**src/rtl/sensor_requester.sv**
```systemverilog
// Host-side requester for the sensor serial link: wake/ack handshake,
// address + command transmit, then a fixed 4-byte reply collected and judged.
//
// Ports:
//   clk_9600hz   single 9600 Hz clock
//   reset        asynchronous, active-high
//   req          start a transaction (sampled only in IDLE)
//   req_address  sensor address, captured on accepted req
//   req_command  sensor command, captured on accepted req
//   tx_data      byte for the UART transmitter (valid with tx_start)
//   tx_start     one-cycle transmit strobe
//   tx_busy      UART transmitter busy
//   rx_data      byte from the UART receiver
//   rx_received  one-cycle strobe, rx_data valid
//   busy         high from accepted req through the done pulse
//   done         one-cycle pulse at the end of every transaction
//   result       {data MSB, data LSB} from the last full frame
//   result_code  code byte from the last full frame
//   status       0 OK, 1 BAD_ACK, 2 SENSOR_ERR, 3 BAD_CODE, 4 BAD_END, 5 TIMEOUT

module sensor_requester #(
    parameter int          TIMEOUT_CYCLES = 2400,
    parameter logic [7:0]  END_BYTE       = 8'hF0
) (
    input  logic        clk_9600hz,
    input  logic        reset,
    input  logic        req,
    input  logic [7:0]  req_address,
    input  logic [7:0]  req_command,
    output logic [7:0]  tx_data,
    output logic        tx_start,
    input  logic        tx_busy,
    input  logic [7:0]  rx_data,
    input  logic        rx_received,
    output logic        busy,
    output logic        done,
    output logic [15:0] result,
    output logic [7:0]  result_code,
    output logic [2:0]  status
);

    localparam int TW = $clog2(TIMEOUT_CYCLES + 1);

    localparam logic [2:0] ST_OK      = 3'd0;
    localparam logic [2:0] ST_BAD_ACK = 3'd1;
    localparam logic [2:0] ST_SNS_ERR = 3'd2;
    localparam logic [2:0] ST_BAD_CODE = 3'd3;
    localparam logic [2:0] ST_BAD_END = 3'd4;
    localparam logic [2:0] ST_TIMEOUT = 3'd5;

    localparam logic [7:0] WAKE_BYTE = 8'h00;
    localparam logic [7:0] ACK_BYTE  = 8'h01;
    localparam logic [7:0] ERR_CODE  = 8'h0F;

    typedef enum logic [3:0] {
        IDLE,
        SEND_INIT,
        WAIT_ACK,
        SEND_ADDR,
        SEND_CMD,
        WAIT_CODE,
        WAIT_B1,
        WAIT_B2,
        WAIT_END,
        DONE
    } state_t;

    state_t        state;
    logic [7:0]    addr_q;
    logic [7:0]    cmd_q;
    logic [7:0]    code_q;
    logic [7:0]    b1_q;
    logic [7:0]    b2_q;
    logic [TW-1:0] timer;
    // 0: wait for idle tx and strobe, 1: strobe cycle (tx_busy stale),
    // 2: wait for the transmitter to finish
    logic [1:0]    tx_phase;

    logic [7:0]    send_byte;
    state_t        send_next;
    logic [7:0]    exp_code;
    logic [2:0]    end_status;
    logic          limit_hit;

    always_comb begin
        send_byte = WAKE_BYTE;
        send_next = WAIT_ACK;
        case (state)
            SEND_ADDR: begin
                send_byte = addr_q;
                send_next = SEND_CMD;
            end
            SEND_CMD: begin
                send_byte = cmd_q;
                send_next = WAIT_CODE;
            end
            default: begin
                send_byte = WAKE_BYTE;
                send_next = WAIT_ACK;
            end
        endcase
    end

    always_comb begin
        exp_code = 8'h00;
        if (cmd_q == 8'h04)
            exp_code = 8'h02;
        else if (cmd_q == 8'h05)
            exp_code = 8'h01;
    end

    // A bad terminator outranks any complaint about the code byte.
    always_comb begin
        end_status = ST_OK;
        if (rx_data != END_BYTE)
            end_status = ST_BAD_END;
        else if (code_q == ERR_CODE)
            end_status = ST_SNS_ERR;
        else if (code_q != exp_code)
            end_status = ST_BAD_CODE;
    end

    assign limit_hit = (timer == TW'(TIMEOUT_CYCLES - 1));

    always_ff @(posedge clk_9600hz or posedge reset) begin
        if (reset) begin
            state       <= IDLE;
            addr_q      <= '0;
            cmd_q       <= '0;
            code_q      <= '0;
            b1_q        <= '0;
            b2_q        <= '0;
            timer       <= '0;
            tx_phase    <= '0;
            tx_data     <= '0;
            tx_start    <= 1'b0;
            busy        <= 1'b0;
            done        <= 1'b0;
            result      <= '0;
            result_code <= '0;
            status      <= ST_OK;
        end else begin
            tx_start <= 1'b0;
            done     <= 1'b0;
            case (state)
                IDLE: begin
                    if (req) begin
                        addr_q   <= req_address;
                        cmd_q    <= req_command;
                        busy     <= 1'b1;
                        status   <= ST_OK;
                        tx_phase <= 2'd0;
                        state    <= SEND_INIT;
                    end
                end

                SEND_INIT, SEND_ADDR, SEND_CMD: begin
                    case (tx_phase)
                        2'd0: begin
                            if (!tx_busy) begin
                                tx_start <= 1'b1;
                                tx_data  <= send_byte;
                                tx_phase <= 2'd1;
                            end
                        end
                        2'd1: tx_phase <= 2'd2;
                        default: begin
                            if (!tx_busy) begin
                                tx_phase <= 2'd0;
                                timer    <= '0;
                                state    <= send_next;
                            end
                        end
                    endcase
                end

                WAIT_ACK, WAIT_CODE, WAIT_B1, WAIT_B2, WAIT_END: begin
                    if (rx_received) begin
                        timer <= '0;
                        case (state)
                            WAIT_ACK: begin
                                if (rx_data == ACK_BYTE) begin
                                    state <= SEND_ADDR;
                                end else begin
                                    status <= ST_BAD_ACK;
                                    done   <= 1'b1;
                                    state  <= DONE;
                                end
                            end
                            WAIT_CODE: begin
                                code_q <= rx_data;
                                state  <= WAIT_B1;
                            end
                            WAIT_B1: begin
                                b1_q  <= rx_data;
                                state <= WAIT_B2;
                            end
                            WAIT_B2: begin
                                b2_q  <= rx_data;
                                state <= WAIT_END;
                            end
                            default: begin
                                result      <= {b1_q, b2_q};
                                result_code <= code_q;
                                status      <= end_status;
                                done        <= 1'b1;
                                state       <= DONE;
                            end
                        endcase
                    end else if (limit_hit) begin
                        status <= ST_TIMEOUT;
                        done   <= 1'b1;
                        state  <= DONE;
                    end else begin
                        timer <= timer + 1'b1;
                    end
                end

                DONE: begin
                    busy  <= 1'b0;
                    state <= IDLE;
                end

                default: state <= IDLE;
            endcase
        end
    end

endmodule

```
**config.mk**
```make
export PLATFORM = sky130hd
export DESIGN_NAME = sensor_requester
export DESIGN_NICKNAME = d
export VERILOG_FILES = /design/src/rtl/sensor_requester.sv
export SDC_FILE = /design/constraint.sdc
export NUM_CORES = 1
export LEC_CHECK = 0
export BUFFER_PORTS_ARGS = -buffer_cell sky130_fd_sc_hd__buf_4
export CORE_MARGIN = 8
export CORE_UTILIZATION = 50
export DETAILED_ROUTE_END_ITERATION = 8
export HOLD_SLACK_MARGIN = 0.12
export PLACE_DENSITY = 0.72
export SLEW_MARGIN = 20
export SYNTH_ARGS = -nofsm -noshare
export SYNTH_HDL_FRONTEND = slang
export SYNTH_SLANG_ARGS = --single-unit
```
**constraint.sdc**
```tcl
create_clock -name clk_9600hz -period 4 [get_ports clk_9600hz]
set_input_delay 0.4 -clock clk_9600hz [delete_from_list [all_inputs] [get_ports clk_9600hz]]
set_output_delay 0.4 -clock clk_9600hz [all_outputs]
set_load 0.03 [all_outputs]
```
==> results <==
- The DRC marker count from the first detailed-route iteration is 133.
- After the last flow step, the layout net total stands at 457.
- The initial antenna violation count came to 0.
- The number of buffers created by CTS is 9.
- The headroom to the max-slew limit is 29.28%.
- The final cell area excluding filler cells is 5140 µm².
- The fraction of synthesized cell area taken by the top area cell type is 55.01%.
- Counting along the longest clock path gives a buffer depth of 2.
- The worst hold margin is 106.5 ps.
- The largest voltage drop on the vdd net is 0.0004366 V.
- After clock tree synthesis, the clock-pin slew on the worst setup and hold paths is 100 ps.
- After detailed routing, the average wire length per cell comes to 17.59 µm.
- The leakage power figure is 2.351 nW.
- The most crowded layer after global routing is met2.
- For the worst setup path, the data required time is 4290 ps.
- The met2 demand-to-capacity share in global routing is 28.04%.
- The post-synthesis cell area is 4367 µm².
- The min-delay analysis places its worst path in the category primary input to async pin.
- The largest total area in the synthesized netlist belongs to sky130_fd_sc_hd__dfrtp_1.
- The setup path with the least slack is of type flip-flop to flip-flop.
- In the post-synthesis netlist, the biggest area contributors are sky130_fd_sc_hd__dfrtp_1, sky130_fd_sc_hd__mux2_2, sky130_fd_sc_hd__nor2_1, sky130_fd_sc_hd__a21oi_1, sky130_fd_sc_hd__nand2_1.
- The number of pins with negative max-slew slack in the final report is 0.
- The number of vias per cell after detailed routing is 5.707.
- After detailed routing, the total wire length is 9496 µm.
- The launching instance or port of the critical path is state[0].
- The x dimension of the die is 109.5 µm.
- The clock period minus final worst setup slack is 2405 ps.
- The die covers 11980 µm².
- The largest net degree at the start of global routing is 41.
- The number of global-route vias before repair is 3226.
- The depth of the most critical reg-to-reg path is 5.
- The commonest cells after synthesis are sky130_fd_sc_hd__dfrtp_1, sky130_fd_sc_hd__mux2_2, sky130_fd_sc_hd__nor2_1, sky130_fd_sc_hd__nand2_1, sky130_fd_sc_hd__a21oi_1.
- STA classifies the critical path startpoint as a flip-flop.
- The predominant post-synthesis flop cell is sky130_fd_sc_hd__dfrtp_1.
- The post-route setup TNS is 0 ps.
- The number of maximum-capacitance constraint violations is 0.
- Counting tap cells, the placed design contains a total of 524 instances.
- The initial utilization of the core area, before any placement, comes to 50.82%.
- The post-placement setup slack is 1612 ps.
- In the final layout, the share of cells above drive strength 1 is 37.27%.
- After detailed placement, the total cell area comes to 4932 µm².
- For the worst-skew pair, the clock arrives at the later sink with an insertion delay of 370 ps.
- The measured slew at the worst slew-check pin is 1058 ps.
- The final count of hold timing violations is 0.
- The overall global routing resource usage is 16.93%.
- Setup repair after global routing left no endpoint under its margin.
- The floorplan step defined a core boundary enclosing 8593 µm².
- The clock tree synthesis step divided the H-tree into 3 levels.
- The top achievable clock speed is 415.7 MHz.
- After floorplanning, the core was divided into 34 placement rows.
- The number of buffers inserted by post-CTS setup repair is 0.
- The number of diodes added for antenna fixing is 0.
- STA classifies the critical path endpoint as a flip-flop.
- The setup skew after layout is 15.78 ps.
- The count of nets left with antenna violations once routing finished came out at 0.
- After synthesis, the share of flip-flops with an asynchronous set or reset is 100.0%.
- Hold repair after CTS inserted 0 buffers.
- After synthesis the netlist holds a flip-flop and latch count of 96.
- The synthesis-to-finish area growth is 17.71%.
- During synthesis, Yosys emitted a total of 0 warnings.
- The power per cell area is 729.9 nW/µm².
- The finished layout holds 540 standard cells, fillers aside.
- The CTS sink count is 96.
- The wire length of the first global-routing pass is 15970 µm.
- The count of vias placed by the detailed router is 3082.
- The startpoint of the most critical register-to-register path is state[0].
- The synthesized design contains 0 enable-type register cells.
- In this run the vertical extent of the chip is 109.5 µm.
- The average instance in the mapped netlist occupies 12.06 µm².
- The met3 track demand over resource is 5.686%.
- The remaining global-route overflow is 0.
- The final weighted congestion in routability-driven placement is 0.8659.
- The maximum fanout count along the critical path is 19.
- After clock tree synthesis, the repair step resized 0 gates.
- The synthesized instance count is 362.
- 67 I/O pins were placed.
- The worst-case setup margin in the final layout is 1595 ps.
- TritonCTS built the clock tree.
- The arrival time at the worst endpoint is 2700 ps.
- The root buffer cell chosen for the clock tree is sky130_fd_sc_hd__clkbuf_8.
- The flow ran to the end, and the final reports show no timing, DRC or antenna violations.
- The post-synthesis cell type count is 52.
- The part of the Yosys area used for sequential elements is 55.01%.
- The count of TritonRoute iterations in the first routing pass is 4.
- For this run, design rule violations remaining after detail routing come to 0.
- The number of nets handed over by synthesis was 392.
- Detailed placement ended at an HPWL of 6890 µm.
- The cell with the most instances after synthesis is sky130_fd_sc_hd__dfrtp_1.
- The number of endpoints failing setup at the final stage is 0.
- The number of buffer cells added on primary ports is 66.
- The met1 track demand over resource is 21.14%.
- The portion of the clock cycle consumed by the worst path in the final layout is 60.14%.
- Fill cells in the final layout number 750.
-- report_power, final --
| group | internal, mW | switching [mW] |
|---|---|---|
| Sequential | 1.32 | 0.299 |
| Clock | 0.311 | 0.343 |
| Combinational | 0.662 | 0.817 |
-- sequential cells by signal (all words and copies together), names as in the netlist, 4 cells and up --
register	count
addr_q	8
b1_q	8
b2_q	8
cmd_q	8
code_q	8
result	16
result_code	8
state	4
timer	12
tx_data	8
-- routing by layer --
metal	share of wire [%]	routed length (µm)	vias up
met5	0	0	-
met4	0.68	65	0
met1	44	4211	1541
li1	-	-	1472
met2	50	4756	65
met3	4.9	462	4
-- final cells by class --
type                       count  area [µm²]  share of cell area, %
clock buffer                  11       141.4                  2.751
clock inverter                 5       63.81                  1.241
inverter                       5       20.02                 0.3895
multi-input combinational    247        1867                  36.32
sequential                    96        2402                  46.74
tap                          108       135.1                  2.629
timing repair buffer          68       510.5                  9.932
-- cell usage in the layout, fill, tap and decap left out, drive strengths merged, types with 2 or more instances in the layout --
cell type	netlist	final
dfrtp	96	96
buf	12	68
mux2	64	64
nor2	25	25
nand2	20	20
a21oi	15	15
nor3	15	15
o21ai	14	14
clkbuf	2	11
o31ai	10	10
a22oi	8	8
nand3	7	7
nor4	7	7
a22o	5	5
nor3b	5	5
inv	5	5
nand2b	4	4
and4	4	4
a211o	4	4
or3	4	4
nor2b	4	4
and3	3	3
clkinvlp	0	3
a21o	2	2
or2	2	2
a31oi	2	2
o22ai	2	2
mux2i	2	2
o211ai	2	2
nand4	2	2
a211oi	2	2
or4	2	2
-- per-stage QoR --
step                      total power [mW]  util [%]
after floorplan                      2.687         -
after global placement               3.069     57.40
after detailed placement             3.128     57.40
after CTS                            3.778     59.78
after global routing                 4.008     59.81
final                                3.751     59.81
-- cell families after synthesis --
group                    count (synthesis)  synth area share (%)
AO/OA/AOI/OAI                           71                 10.80
flip-flops                              96                 55.01
multiplexers                            66                 16.96
buffers and inverters                   19                 2.292
adder cells (fa/ha/maj)                  2                0.5157
AND/OR/NAND/NOR                        108                 14.41
-- worst max-delay path, stage by stage (launching register included) --
cell                       delay (ps)
sky130_fd_sc_hd__dfrtp_1          770
sky130_fd_sc_hd__nand2b_1         350
sky130_fd_sc_hd__a21oi_1          120
sky130_fd_sc_hd__nor3b_2          740
sky130_fd_sc_hd__o31ai_1          180
sky130_fd_sc_hd__a21oi_1          170
-- final timing paths --
path | to | slack, ps
min in group clk_9600hz | addr_q[5] | 250
hold / removal | result[10] | 110
max in group asynchronous | timer[1] | 3030
setup / recovery | timer[10] | 1590
hold reg to reg | result[15] | 510
setup reg to reg | timer[10] | 1590
Note: power is estimated with default switching activity, not from simulation.
